===== config.mk =====
export PLATFORM = sky130hd
export DESIGN_NAME = commit_trace_buffer
export DESIGN_NICKNAME = d
export VERILOG_FILES = /design/src/rtl/commit_trace_buffer.sv
export SDC_FILE = /design/constraint.sdc
export NUM_CORES = 2
export LEC_CHECK = 0
export ABC_AREA = 1
export BUFFER_PORTS_ARGS = -buffer_cell sky130_fd_sc_hd__clkbuf_2
export CAP_MARGIN = 40
export CORE_MARGIN = 2
export CORE_UTILIZATION = 30
export DETAILED_ROUTE_END_ITERATION = 10
export PLACE_DENSITY = 0.46
export SLEW_MARGIN = 30
export SYNTH_ARGS = -nofsm -noshare
export SYNTH_HDL_FRONTEND = slang
export SYNTH_SLANG_ARGS = --single-unit

===== constraint.sdc =====
create_clock -name clk -period 34.2 [get_ports clk]
set_input_delay 6.84 -clock clk [delete_from_list [all_inputs] [get_ports clk]]
set_output_delay 6.84 -clock clk [all_outputs]
set_load 0.02 [all_outputs]

===== src/rtl/commit_trace_buffer.sv =====
// commit_trace_buffer
//
// Captures every committed-instruction record from the CPU commit ports into
// a FIFO and hands the records to the difftest harness over a valid/ready
// handshake. The head record is presented first-word fall-through. It also
// tracks the run state (RUN, DRAIN after halt, DONE) and counts accepted
// instructions and active cycles.
//
// Optional feature (macro COMMIT_WATCHDOG_EN): an idle watchdog that raises
// `timeout` and jumps to DONE when no commit arrives for WDOG_LIMIT cycles.
// With the macro undefined, `timeout` is tied to 0.
//
// Ports
//   clk, rst             clock; asynchronous active-high reset
//   commit*              committed record (pc, instr, halt, reg write, dmem write)
//   out_valid/out_ready  head-record handshake to the harness
//   out_*                head record fields (don't-care while out_valid = 0)
//   full                 FIFO holds DEPTH records
//   overflow             sticky: a record was dropped because the FIFO was full
//   done                 halt drained, or watchdog expired
//   timeout              sticky: watchdog expired
//   instr_count          records accepted (mod 2^32)
//   cycle_count          cycles spent in RUN or DRAIN (mod 2^32)

module commit_trace_buffer #(
    parameter int DEPTH          = 16,
    parameter int WDOG_LIMIT     = 1024,
    parameter int DATA_MEM_DEPTH = 16
) (
    input  logic                      clk,
    input  logic                      rst,
    input  logic                      commit,
    input  logic                      commit_halt,
    input  logic [31:0]               commit_pc,
    input  logic [31:0]               commit_instr,
    input  logic                      commit_reg_we,
    input  logic [4:0]                commit_reg_wa,
    input  logic [31:0]               commit_reg_wd,
    input  logic                      commit_dmem_we,
    input  logic [DATA_MEM_DEPTH-1:0] commit_dmem_wa,
    input  logic [31:0]               commit_dmem_wd,
    output logic                      out_valid,
    input  logic                      out_ready,
    output logic [31:0]               out_pc,
    output logic [31:0]               out_instr,
    output logic                      out_halt,
    output logic                      out_reg_we,
    output logic [4:0]                out_reg_wa,
    output logic [31:0]               out_reg_wd,
    output logic                      out_dmem_we,
    output logic [DATA_MEM_DEPTH-1:0] out_dmem_wa,
    output logic [31:0]               out_dmem_wd,
    output logic                      full,
    output logic                      overflow,
    output logic                      done,
    output logic                      timeout,
    output logic [31:0]               instr_count,
    output logic [31:0]               cycle_count
);

    localparam int PW = $clog2(DEPTH);
    localparam int CW = PW + 1;

    typedef struct packed {
        logic                      halt;
        logic [31:0]               pc;
        logic [31:0]               instr;
        logic                      reg_we;
        logic [4:0]                reg_wa;
        logic [31:0]               reg_wd;
        logic                      dmem_we;
        logic [DATA_MEM_DEPTH-1:0] dmem_wa;
        logic [31:0]               dmem_wd;
    } rec_t;

    typedef enum logic [1:0] {
        S_RUN,
        S_DRAIN,
        S_DONE
    } state_t;

    state_t          state, state_nxt;
    rec_t            mem [DEPTH];
    rec_t            rec_in, head;
    logic [PW-1:0]   wr_ptr, rd_ptr;
    logic [CW-1:0]   count;
    logic            in_run, push, pop, drop, wdog_fire;
    logic            overflow_r;

    assign rec_in = '{halt:    commit_halt,
                      pc:      commit_pc,
                      instr:   commit_instr,
                      reg_we:  commit_reg_we,
                      reg_wa:  commit_reg_wa,
                      reg_wd:  commit_reg_wd,
                      dmem_we: commit_dmem_we,
                      dmem_wa: commit_dmem_wa,
                      dmem_wd: commit_dmem_wd};

    assign out_valid = (count != '0);
    assign full      = (count == CW'(DEPTH));
    assign done      = (state == S_DONE);
    assign overflow  = overflow_r;

    assign in_run = (state == S_RUN);
    assign pop    = out_valid && out_ready;
    // A full FIFO still accepts a record when the head leaves on the same edge.
    assign push   = in_run && commit && (!full || pop);
    assign drop   = in_run && commit && full && !pop;

`ifdef COMMIT_WATCHDOG_EN
    logic [31:0] idle_cnt;
    logic        timeout_r;

    // Fires on the edge where the idle count would reach WDOG_LIMIT.
    assign wdog_fire = in_run && !commit && (idle_cnt == 32'(WDOG_LIMIT - 1));
    assign timeout   = timeout_r;

    always_ff @(posedge clk or posedge rst) begin
        if (rst) begin
            idle_cnt  <= '0;
            timeout_r <= 1'b0;
        end else begin
            if (in_run && !commit)
                idle_cnt <= idle_cnt + 32'd1;
            else
                idle_cnt <= '0;
            if (wdog_fire)
                timeout_r <= 1'b1;
        end
    end
`else
    assign wdog_fire = 1'b0;
    assign timeout   = 1'b0;
`endif

    always_comb begin
        state_nxt = state;
        case (state)
            S_RUN: begin
                if (wdog_fire)
                    state_nxt = S_DONE;
                else if (commit && commit_halt)
                    state_nxt = S_DRAIN;
            end
            // Leaves on the edge after occupancy has reached zero.
            S_DRAIN: begin
                if (count == '0)
                    state_nxt = S_DONE;
            end
            S_DONE:  state_nxt = S_DONE;
            default: state_nxt = S_RUN;
        endcase
    end

    always_ff @(posedge clk or posedge rst) begin
        if (rst) begin
            state       <= S_RUN;
            wr_ptr      <= '0;
            rd_ptr      <= '0;
            count       <= '0;
            overflow_r  <= 1'b0;
            instr_count <= '0;
            cycle_count <= '0;
        end else begin
            state <= state_nxt;
            if (push) begin
                wr_ptr      <= wr_ptr + PW'(1);
                instr_count <= instr_count + 32'd1;
            end
            if (pop)
                rd_ptr <= rd_ptr + PW'(1);
            case ({push, pop})
                2'b10:   count <= count + CW'(1);
                2'b01:   count <= count - CW'(1);
                default: count <= count;
            endcase
            if (drop)
                overflow_r <= 1'b1;
            if (state != S_DONE)
                cycle_count <= cycle_count + 32'd1;
        end
    end

    // Record storage carries data only and is not reset.
    always_ff @(posedge clk) begin
        if (push)
            mem[wr_ptr] <= rec_in;
    end

    assign head        = mem[rd_ptr];
    assign out_pc      = head.pc;
    assign out_instr   = head.instr;
    assign out_halt    = head.halt;
    assign out_reg_we  = head.reg_we;
    assign out_reg_wa  = head.reg_wa;
    assign out_reg_wd  = head.reg_wd;
    assign out_dmem_we = head.dmem_we;
    assign out_dmem_wa = head.dmem_wa;
    assign out_dmem_wd = head.dmem_wd;

endmodule


==> flow_summary.ini <==
[outcome]
status = complete, no violations

[synth]
ys_seq_area_frac = 0.767
yosysWarnings = 0
synth_edf_count = 2432
syn_avg_cell_area_sq_um = 13.9
synthTopCellsByCount = edfxtp_1 (2432), nor2_1 (1317), o21ai_0 (1223)
yosys.area.top_type = edfxtp_1
synth_top_area_frac = 0.747
synth_most_common_cell = edfxtp_1
yosysUniqueCellTypes = 42
syn_area_sq_um = 97800
ys_seq_elements = 2512
syn-num-nets = 7211
synthFlopType = edfxtp_1
async_flop_share = 0.0318
synth_area_leaders = edfxtp_1 (75%), o21ai_0 (6.3%), nor2_1 (5.1%), o221ai_1 (2.7%), o22ai_1 (2.1%)
syn-instance-count = 7042

[sta]
worst_pin_slew_ns = 1.01
final_hold_viol_count = 0
slew_viol_final = 0
fmax_mhz = 81.3
rsz0062_at_grt = no
fin_skew_ns = 0.0403
timing.hold.ws_ns = 0.482
slew_headroom = 0.327
setup_viol = 0
setup_tns_ns = 0
min_period_over_period = 0.359
min_period_ns = 12.29

[setup_path]
cp_max_fo = 75
critPathSlowestCell = dfrtp_4
cp_cell_sequence = buf_4, buf_4, buf_4, buf_16, o21ai_0, o22ai_1, o21ai_0, o21ai_1, clkbuf_2
crit_buf_inv = 5
end_kind = primary output
critPathKind = reg2out
slowest_delay_ns = 0.89
crit_path_start_kind = flip-flop
critPathRequiredTime_ns = 27.36
arrival_ns = 5.45
cpLargestDelayFamily = buffers and inverters
cpMostUsedCell = buf_4

[floorplan]
rows = 209
die_w_um = 575
start_util = 0.302
pin_count = 377
die-area_sq_um = 331000
core_area_sq_um = 324000
die_y_um = 575

[global_route]
grt_use_met3 = 0.0397
grt_usage = 0.177
grt_busiest_layer = met2
met2_usage = 0.291
grt_pass1_vias = 59900
grt_overflow = 0
grt_pass1_wl_mm = 433
antenna_found_initial = 68
met1_usage = 0.236
grt_max_degree = 215

[place]
place_congestion = 0.748
place_area_sq_um = 105000
dp_hpwl_mm = 153
portBuffers = 375

[route]
drtIter0Drc = 5343
vias = 61300
routed_via_density = 5.15
wl_per_cell_um = 25.3
final_antenna_net_count = 0
dr.pass1.iters = 5
wirelength_mm = 301
drc_errors = 0

[clock_network]
clk_latency_ns = 0.90
postCtsResizedCells = 0
holdBufCountCts = 0
cts.clk_slew.worst_paths_ns = 0.06
cts_sinks = 2512
cts_inserted_buffers = 289
cts_max_path_buffers = 4
cts_tree = built
clock-root-buffer = clkbuf_16
h-tree-depth = 5
post_cts_buffers = 0

[final_layout]
final_area_sq_um = 114000
nNetsFinal = 7521
final_util = 0.351
drive_gt1_frac = 0.125
fillers = 31300
area_growth_pct = 16.4

[pwr]
powerDensity_nw_per_um2 = 85.5
p_leak_nw = 36.4
vdd_drop_max_mv = 0.106

[hold_path]
hold_path_class = reg2reg

[job]
maxCapViolations = 0
[state kept, by name, summed over array words and instances, names as in the netlist]
name / flops
state: 2
mem: 2432
count: 5
instr_count: 32
cycle_count: 32
overflow: 1
wr_ptr: 4
rd_ptr: 4
[cells by family after synthesis]
group / after synthesis / synth area share
AND/OR/NAND/NOR: 1742 / 0.0704
adder cells (fa/ha/maj): 13 / 0.00166
AO/OA/AOI/OAI: 2122 / 0.128
buffers and inverters: 579 / 0.0261
flip-flops: 2512 / 0.767
multiplexers: 8 / 0.000819
XOR/XNOR: 65 / 0.00582
other: 1 / 0.0000383
[report_power, final]
part           internal [W]  total (W)  switching [W]
sequential          0.00350    0.00358      0.0000812
combinational      0.000872    0.00324        0.00237
clock               0.00167    0.00291        0.00124
[path summary, 6_finish.rpt]
path	startpoint	endpoint	slack, ns	cells after the start
hold reg to reg	count[4]	count[4]	0.48	2
hold / removal	count[4]	count[4]	0.48	2
min in group asynchronous	rst	count[0]	5.87	2
setup reg to reg	state[0]	mem[8][16]	29.07	11
setup / recovery	rd_ptr[0]	out_reg_wd[15]	21.91	9
max in group asynchronous	rst	cycle_count[24]	27.33	4
[placed cells by master (no fill, tap or decap), drive strengths merged, types with 2 or more instances in the layout]
cell         n
nor2      1326
inv         76
nand4       24
xor2        42
ha          13
o22ai      327
clkinvlp     4
nand2      258
edfxtp    2432
nand3      103
o221ai     306
clkbuf     744
nor4         5
diode       16
clkinv     113
a21oi       10
a31oi        8
nor3        19
xnor2       23
o21ai     1332
mux2i        8
bufinv      10
or2          6
dfrtp       80
buf        154
o211ai     135
a211oi       2
[tightest hold or removal path, delay by kind of cell, from the launching register on]
family | cells | cell delay (ns)
flops | 1 | 0.34
simple gates | 2 | 0.11
[cell type report]
type	instances	area (sq um)	share of cell area
sequential	2512	75000	0.659
multi-input combinational	3951	20400	0.179
timing repair buffer	529	3960	0.0347
clock buffer	369	7700	0.0676
clock inverter	134	1050	0.00925
tap	4325	5410	0.0475
antenna	16	40.0	0.000352
inverter	69	299	0.00263
[metal layers]
| layer | vias to the layer above | wire [um] |
|---|---|---|
| met2 | 1635 | 143000 |
| met1 | 31800 | 131000 |
| met5 | - | 327 |
| li1 | 27400 | - |
| met4 | 56 | 7080 |
| met3 | 458 | 19400 |
[metrics by stage]
step / setup slack [ns] / cells / total power, W
finish: 21.91 / 11900 / 0.00973
global route: 21.67 / 11900 / 0.0103
CTS: 21.70 / 11900 / 0.00985
detailed placement: 22.71 / 11400 / 0.00691
global placement: 22.71 / 11300 / 0.00682
floorplan: 15.72 / 7042 / 0.00563
Power figures use the tool's default switching activity.
